`src/rtl/btb_update_if.sv`:
```
// btb_update_if: execute-side bundle between the resolution logic / fetch
// and the BTB write controller.
//   master: drives resolved-branch info, flush_req and the fetch btb_rd,
//           observes the BTB write command and status.
//   slave : the btb_update controller.
// Signals:
//   res_valid/res_pc/res_taken/res_target/res_pred_hit/res_pred_target
//                   resolved branch and what fetch predicted for it
//   flush_req       clear pending updates and re-sweep the BTB
//   btb_rd          fetch read request on the shared BTB port
//   btb_wr/btb_invalid/pc_w/target_pc_w  BTB write command
//   wr_conflict     write and read collided this cycle
//   init_done       BTB contents valid for fetch
//   drop_cnt        saturating count of dropped updates
interface btb_update_if #(
  parameter int CNT_W = 16
);
  logic             res_valid;
  logic [31:1]      res_pc;
  logic             res_taken;
  logic [31:0]      res_target;
  logic             res_pred_hit;
  logic [31:1]      res_pred_target;
  logic             flush_req;
  logic             btb_rd;

  logic             btb_wr;
  logic             btb_invalid;
  logic [31:1]      pc_w;
  logic [31:0]      target_pc_w;
  logic             wr_conflict;
  logic             init_done;
  logic [CNT_W-1:0] drop_cnt;

  modport master (
    output res_valid, res_pc, res_taken, res_target, res_pred_hit,
           res_pred_target, flush_req, btb_rd,
    input  btb_wr, btb_invalid, pc_w, target_pc_w, wr_conflict,
           init_done, drop_cnt
  );

  modport slave (
    input  res_valid, res_pc, res_taken, res_target, res_pred_hit,
           res_pred_target, flush_req, btb_rd,
    output btb_wr, btb_invalid, pc_w, target_pc_w, wr_conflict,
           init_done, drop_cnt
  );
endinterface

```
`src/rtl/btb_update.sv`:
```
// btb_update: BTB write-side controller in the execute stage.
// Compares each resolved branch with the fetch prediction, queues the
// resulting BTB write/invalidate in a small FIFO, drains the FIFO into the
// single-port BTB when fetch is not reading (or after STARVE_MAX read
// cycles), and sweeps every entry invalid after reset or flush.
// Ports:
//   clk      clock
//   reset_n  asynchronous active-low reset
//   bus      btb_update_if slave modport (resolution in, BTB write out)
//
// state | meaning
// ------+--------------------------------------------------------------
// START | one idle cycle after reset/flush, no BTB write
// INIT  | sweep: invalidate entry sweep_idx each cycle, 0..TAG_DEPTH-1
// RUN   | classify resolutions, queue updates, drain FIFO to the BTB
module btb_update #(
  parameter int TAG_DEPTH   = 256,
  parameter int GROUP_WIDTH = 1,
  parameter int FIFO_DEPTH  = 4,
  parameter int STARVE_MAX  = 8,
  parameter int CNT_W       = 16
) (
  input  logic         clk,
  input  logic         reset_n,
  btb_update_if.slave  bus
);

  localparam int IDX_W   = $clog2(TAG_DEPTH);
  localparam int IDX_LSB = 1 + GROUP_WIDTH;
  localparam int PTR_W   = $clog2(FIFO_DEPTH);
  localparam int ST_W    = $clog2(STARVE_MAX + 1);

  typedef enum logic [1:0] {
    S_START = 2'd0,
    S_INIT  = 2'd1,
    S_RUN   = 2'd2
  } state_t;

  state_t           state;
  logic [IDX_W-1:0] sweep_idx;
  logic [PTR_W:0]   rd_ptr;
  logic [PTR_W:0]   wr_ptr;
  logic [ST_W-1:0]  starve_cnt;
  logic [CNT_W-1:0] drop_cnt;

  logic [31:1]      fifo_pc  [FIFO_DEPTH];
  logic [31:0]      fifo_tgt [FIFO_DEPTH];
  logic             fifo_inv [FIFO_DEPTH];

  logic             empty;
  logic             full;
  logic [PTR_W-1:0] head;
  logic             need_upd;
  logic             upd_inv;
  logic [31:0]      upd_tgt;
  logic             run_ok;
  logic             pop;
  logic             push;
  logic             drop;
  logic             wr_c;
  logic             inv_c;
  logic [31:1]      pc_c;
  logic [31:0]      tgt_c;

  assign empty = (rd_ptr == wr_ptr);
  // Extra pointer bit distinguishes full from empty when the indices match.
  assign full  = (rd_ptr[PTR_W] != wr_ptr[PTR_W]) &&
                 (rd_ptr[PTR_W-1:0] == wr_ptr[PTR_W-1:0]);
  assign head  = rd_ptr[PTR_W-1:0];

  // Taken: update unless fetch hit with the right target.
  // Not taken: invalidate only if fetch predicted a hit.
  always_comb begin
    need_upd = 1'b0;
    if (bus.res_valid) begin
      if (bus.res_taken)
        need_upd = !bus.res_pred_hit ||
                   (bus.res_target[31:1] != bus.res_pred_target);
      else
        need_upd = bus.res_pred_hit;
    end
  end

  assign upd_inv = !bus.res_taken;
  assign upd_tgt = bus.res_taken ? bus.res_target : 32'h0;

  always_comb begin
    wr_c  = 1'b0;
    inv_c = 1'b0;
    pc_c  = '0;
    tgt_c = '0;
    case (state)
      S_INIT: begin
        wr_c  = 1'b1;
        inv_c = 1'b1;
        pc_c[IDX_LSB +: IDX_W] = sweep_idx;
      end
      S_RUN: begin
        if (!empty) begin
          // Fetch normally wins the port; a starved write is forced through.
          wr_c  = !bus.btb_rd || (starve_cnt == ST_W'(STARVE_MAX));
          inv_c = fifo_inv[head];
          pc_c  = fifo_pc[head];
          tgt_c = fifo_tgt[head];
        end
      end
      default: ;
    endcase
  end

  assign run_ok = (state == S_RUN) && !bus.flush_req;
  assign pop    = (state == S_RUN) && wr_c;
  assign push   = run_ok && need_upd && (!full || pop);
  assign drop   = run_ok && need_upd && full && !pop;

  always_ff @(posedge clk or negedge reset_n) begin
    if (!reset_n) begin
      state      <= S_START;
      sweep_idx  <= '0;
      rd_ptr     <= '0;
      wr_ptr     <= '0;
      starve_cnt <= '0;
      drop_cnt   <= '0;
    end else begin
      case (state)
        S_START: begin
          state     <= S_INIT;
          sweep_idx <= '0;
        end
        S_INIT: begin
          if (bus.flush_req) begin
            sweep_idx <= '0;
          end else if (sweep_idx == IDX_W'(TAG_DEPTH - 1)) begin
            state     <= S_RUN;
            sweep_idx <= '0;
          end else begin
            sweep_idx <= sweep_idx + IDX_W'(1);
          end
        end
        S_RUN: begin
          if (bus.flush_req) begin
            state      <= S_START;
            rd_ptr     <= '0;
            wr_ptr     <= '0;
            starve_cnt <= '0;
          end else begin
            if (pop)
              rd_ptr <= rd_ptr + (PTR_W+1)'(1);
            if (push)
              wr_ptr <= wr_ptr + (PTR_W+1)'(1);
            if (drop && (drop_cnt != '1))
              drop_cnt <= drop_cnt + CNT_W'(1);
            if (pop || empty)
              starve_cnt <= '0;
            else if (bus.btb_rd && (starve_cnt != ST_W'(STARVE_MAX)))
              starve_cnt <= starve_cnt + ST_W'(1);
          end
        end
        default: state <= S_START;
      endcase
    end
  end

  // Entry storage needs no reset: only entries between the pointers are read.
  always_ff @(posedge clk) begin
    if (push) begin
      fifo_pc[wr_ptr[PTR_W-1:0]]  <= bus.res_pc;
      fifo_tgt[wr_ptr[PTR_W-1:0]] <= upd_tgt;
      fifo_inv[wr_ptr[PTR_W-1:0]] <= upd_inv;
    end
  end

  assign bus.btb_wr      = wr_c;
  assign bus.btb_invalid = inv_c;
  assign bus.pc_w        = pc_c;
  assign bus.target_pc_w = tgt_c;
  assign bus.wr_conflict = wr_c && bus.btb_rd;
  assign bus.init_done   = (state == S_RUN);
  assign bus.drop_cnt    = drop_cnt;

endmodule

```
`src/flat_wrapper.sv`:
```
// flat-port wrapper written by rule: the top's interface ports become plain ports
module btb_update_flat 
#(
  parameter int TAG_DEPTH   = 256,
  parameter int GROUP_WIDTH = 1,
  parameter int FIFO_DEPTH  = 4,
  parameter int STARVE_MAX  = 8,
  parameter int CNT_W       = 16
)
  (clk, reset_n, bus_res_valid, bus_res_pc, bus_res_taken, bus_res_target, bus_res_pred_hit, bus_res_pred_target, bus_flush_req, bus_btb_rd, bus_btb_wr, bus_btb_invalid, bus_pc_w, bus_target_pc_w, bus_wr_conflict, bus_init_done, bus_drop_cnt);
  btb_update_if #(.CNT_W(CNT_W)) bus_i ();
  input  logic clk;
  input  logic reset_n;
  input wire logic [$bits(bus_i.res_valid)-1:0] bus_res_valid;
  input wire logic [$bits(bus_i.res_pc)-1:0] bus_res_pc;
  input wire logic [$bits(bus_i.res_taken)-1:0] bus_res_taken;
  input wire logic [$bits(bus_i.res_target)-1:0] bus_res_target;
  input wire logic [$bits(bus_i.res_pred_hit)-1:0] bus_res_pred_hit;
  input wire logic [$bits(bus_i.res_pred_target)-1:0] bus_res_pred_target;
  input wire logic [$bits(bus_i.flush_req)-1:0] bus_flush_req;
  input wire logic [$bits(bus_i.btb_rd)-1:0] bus_btb_rd;
  output wire logic [$bits(bus_i.btb_wr)-1:0] bus_btb_wr;
  output wire logic [$bits(bus_i.btb_invalid)-1:0] bus_btb_invalid;
  output wire logic [$bits(bus_i.pc_w)-1:0] bus_pc_w;
  output wire logic [$bits(bus_i.target_pc_w)-1:0] bus_target_pc_w;
  output wire logic [$bits(bus_i.wr_conflict)-1:0] bus_wr_conflict;
  output wire logic [$bits(bus_i.init_done)-1:0] bus_init_done;
  output wire logic [$bits(bus_i.drop_cnt)-1:0] bus_drop_cnt;
  assign bus_i.res_valid = bus_res_valid;
  assign bus_i.res_pc = bus_res_pc;
  assign bus_i.res_taken = bus_res_taken;
  assign bus_i.res_target = bus_res_target;
  assign bus_i.res_pred_hit = bus_res_pred_hit;
  assign bus_i.res_pred_target = bus_res_pred_target;
  assign bus_i.flush_req = bus_flush_req;
  assign bus_i.btb_rd = bus_btb_rd;
  assign bus_btb_wr = bus_i.btb_wr;
  assign bus_btb_invalid = bus_i.btb_invalid;
  assign bus_pc_w = bus_i.pc_w;
  assign bus_target_pc_w = bus_i.target_pc_w;
  assign bus_wr_conflict = bus_i.wr_conflict;
  assign bus_init_done = bus_i.init_done;
  assign bus_drop_cnt = bus_i.drop_cnt;
  btb_update #(.TAG_DEPTH(TAG_DEPTH), .GROUP_WIDTH(GROUP_WIDTH), .FIFO_DEPTH(FIFO_DEPTH), .STARVE_MAX(STARVE_MAX), .CNT_W(CNT_W)) u_core (.clk(clk), .reset_n(reset_n), .bus(bus_i));
endmodule
```
`config.mk`:
```
export PLATFORM = sky130hd
export DESIGN_NAME = btb_update_flat
export DESIGN_NICKNAME = d
export VERILOG_FILES = /design/src/rtl/btb_update_if.sv /design/src/rtl/btb_update.sv /design/src/flat_wrapper.sv
export SDC_FILE = /design/constraint.sdc
export NUM_CORES = 1
export LEC_CHECK = 0
export ABC_AREA = 0
export BUFFER_PORTS_ARGS = -buffer_cell sky130_fd_sc_hd__buf_4
export CORE_ASPECT_RATIO = 0.75
export CORE_MARGIN = 8
export CORE_UTILIZATION = 44
export DETAILED_ROUTE_END_ITERATION = 8
export PLACE_DENSITY = 0.67
export SYNTH_ARGS = -nofsm -noshare
export SYNTH_HDL_FRONTEND = slang
export SYNTH_SLANG_ARGS = --single-unit
```
`constraint.sdc`:
```
create_clock -name clk -period 3.7 [get_ports clk]
set_clock_uncertainty 0.05 [all_clocks]
set_input_delay 0.185 -clock clk [delete_from_list [all_inputs] [get_ports clk]]
set_output_delay 0.185 -clock clk [all_outputs]
set_load 0.02 [all_outputs]
```
==> key figures <==
Placed design
  • Post-DP Area: roughly 14000 µm²
  • Final GP Congestion: about 0.79
  • Port-buffer cells: ~180
  • # placed instances: 1230
  • Placed wire-length estimate: around 19000 µm

Detailed routing
  • Via count: a little over 7000
  • Initial DRC Count: 550
  • Post-DRT Antenna Nets: 0
  • First-pass iteration count of the detailed router: 4
  • DR vias/cell: between 5 and 6
  • Routed len/inst: between 20 and 25 µm
  • Residual DRC count: 0
  • Final WL: 28380 µm

Critical path
  • CP peak stage delay: around 520 ps
  • CP Capture Type: primary output
  • Startpoint Class: flop
  • Cell family with most CP delay: buffers and inverters
  • Crit Reg-Reg Startpoint: u_core.state[0]
  • R2r worst-path depth: 7
  • Critical path class: reg -> out
  • Crit-path slowest cell: buf_4
  • Crit path to: bus_wr_conflict
  • Crit-path max FO: a little over 50
  • Critical Path RT: 3460 ps
  • CP Launch Point: u_core.state[0]
  • R2r setup slk: ~670 ps
  • Worst path bufs/invs: 3
  • Crit path cell chain: inv_1 -> ha_2 -> buf_4 -> and2_1 -> a21boi_0 -> o21a_1 -> and2_1 -> buf_4
  • Crit path DAT: between 3000 and 4000 ps
  • Reg-to-reg critical path endpoint: u_core.fifo_pc[0][1]
  • Stages on the worst setup path: 8

Synth
  • Prevailing post-synth register cell: edfxtp_1
  • Yosys cell types: about 50
  • Ys Warns: 0
  • EDFF count, synth: between 200 and 300
  • Seq/Total Area, Yosys: 0.6969
  • Post-Syn Instances: 714
  • Async set-reset flop share out of synthesis: 0.1233
  • Net Count, Synth: between 800 and 900
  • Yosys reg bits: roughly 290
  • Synthesized area per cell: about 17 µm²
  • Synthesized area: 12320 µm²

Timing
  • F_max: 296.8 MHz
  • Slew @ Worst Pin: 991.4 ps
  • Setup TNS: 0 ps
  • Final period util: 0.9106
  • Slew Limit Fails: 0
  • Min Clock Period, post-route: between 3000 and 4000 ps
  • Max_slew headroom: 0.3391
  • Final Setup Violations: 0
  • Hold Violations, Final: 0
  • RSZ-0062 raised after global routing: no

Finish
  • Final std cells w/o fill: between 1000 and 1500
  • Filler cells: roughly 2100
  • Diode count: 0
  • Share of cells above drive strength 1: 0.3221
  • Area grow syn2layout: 26.59%
  • Most common cell after layout, fill and taps aside: edfxtp_1
  • Commonest cells after routing, fill and taps aside: 256 x edfxtp_1, 191 x buf_4, 72 x and3_1
  • Final nets: about 1100
  • Post-route cell area: ~16000 µm²

Global route
  • Final global-route overflow total: 0
  • Number of global-route vias before repair: between 7000 and 8000
  • GRT Util Overall: 0.1655
  • First-pass GRT wire length: 44220 µm
  • Initial antenna violation count: 0
  • Largest net degree at the start of global routing: 67

Clocking
  • Root Buffer: clkbuf_16
  • CTS tree: done
  • Skew-Pair Late Insertion Delay: roughly 540 ps
  • Clock Tree Buf Depth: 3
  • Max H-tree Level: 1
  • Worst-path clk slew: 70 ps
  • Post-cts sizing count: 0
  • Sink Count: 292
  • TritonCTS Buffers: 28

Flow run
  • Max_cap viols: 0

Floorplanning
  • Total die area: about 34000 µm²
  • Core Region: ~28000 µm²
  • Ports: about 180
  • Num rows: 53
  • Starting Density: 0.4435
  • Die width: between 200 and 250 µm
  • Die H: 160.9 µm

Worst hold path
  • Hold path start: bus_res_target[10]
  • Worst Hold Class: in -> reg

Power
  • Leakage power total: 5.636 nW
  • Total Power: between 6 and 7 mW
  • Pwr dens: approximately 430 nW/µm²
  • VDD IR max: roughly 0.00033 V

Outcome
  • Status: finished, final reports clean
layout make-up:
class / instances / area, µm² / area share
inverters: 18 / 68.82 / 0.004411
clock buffers: 37 / 775.7 / 0.04973
repair buffers: 247 / 2044 / 0.1311
flip-flops and latches: 292 / 8596 / 0.5510
well taps: 357 / 446.7 / 0.02863
clock inverters: 14 / 148.9 / 0.009544
multi-input cells: 367 / 3520 / 0.2256
what timing repair did:
item	CTS	global route
hold buffers	51	0
setup endpoints to repair	0	0
endpoints found under the hold margin	236	0
setup buffers	0	0
cells by family (layout without fill, tap and decap cells):
| kind of cell | Yosys count | after routing | synth area share |
|---|---|---|---|
| flops | 292 | 292 | 0.6969 |
| xor+xnor | 50 | 50 | 0.03706 |
| buf+inv | 55 | 316 | 0.01868 |
| fa+ha+maj | 12 | 12 | 0.01218 |
| mux | 69 | 69 | 0.1212 |
| simple gates | 192 | 192 | 0.08925 |
| compound gates | 44 | 44 | 0.02467 |
Yosys cell counts (2+ instances only):
cell	number	area, µm²
nand2b_1	6	37.54
mux4_2	64	1441
o22ai_1	3	18.77
mux2i_1	3	30.03
a22oi_1	8	60.06
o21ai_0	18	90.09
nand3_1	18	90.09
inv_1	17	63.81
nor4_1	3	18.77
edfxtp_1	256	7687
dfrtp_1	36	900.9
nand2_1	16	60.06
nor2_1	20	75.07
buf_6	2	22.52
and3_1	72	450.4
and2_1	36	225.2
buf_2	7	35.03
nand4_1	13	81.33
ha_1	12	150.1
xor2_1	5	43.79
a2111oi_0	2	17.52
xnor2_1	44	385.4
clkbuf_1	27	101.4
metal layers:
layer / vias up / GRT usage / share of wire
met2: 233 / 0.2515 / 0.45
met1: 3661 / 0.2452 / 0.47
met5: - / 0 / 0
li1: 3269 / - / -
met3: 37 / 0.03135 / 0.059
met4: 0 / 0.03613 / 0.017
stage by stage:
stage	utilization	hold WS, ps	setup slack (ps)
after floorplan	-	-160.6	138.0
after global placement	0.5098	128.4	788.7
after detailed placement	0.5098	127.2	694.4
after CTS	0.5614	2.895	317.6
after global routing	0.5614	21.25	153.0
final	0.5614	12.72	330.8
sequential cells by signal, indices dropped and copies added, names as in the netlist:
name,cells
u_core.sweep_idx,8
u_core.wr_ptr,3
u_core.fifo_pc,124
u_core.fifo_tgt,128
u_core.fifo_inv,4
u_core.state,2
u_core.rd_ptr,3
u_core.starve_cnt,4
u_core.bus.drop_cnt,16
power breakdown:
part | switching, mW | internal (mW) | total [mW]
Sequential | 0.00339 | 3.58 | 3.59
Clock | 1.19 | 1.62 | 2.82
Combinational | 0.119 | 0.144 | 0.263
how the worst min path moves through the flow:
stage                                    endpoint  slack [ps]  cells past startpoint
final                      u_core.fifo_tgt[3][10]          10                      2
after global routing       u_core.fifo_tgt[0][25]          20                      2
after CTS                  u_core.fifo_tgt[3][10]           3                      2
after detailed placement  u_core.bus.drop_cnt[10]         130                      1
after global placement     u_core.bus.drop_cnt[9]         130                      1
after floorplan            u_core.bus.drop_cnt[0]        -160                      0
Power figures use the tool's default switching activity.
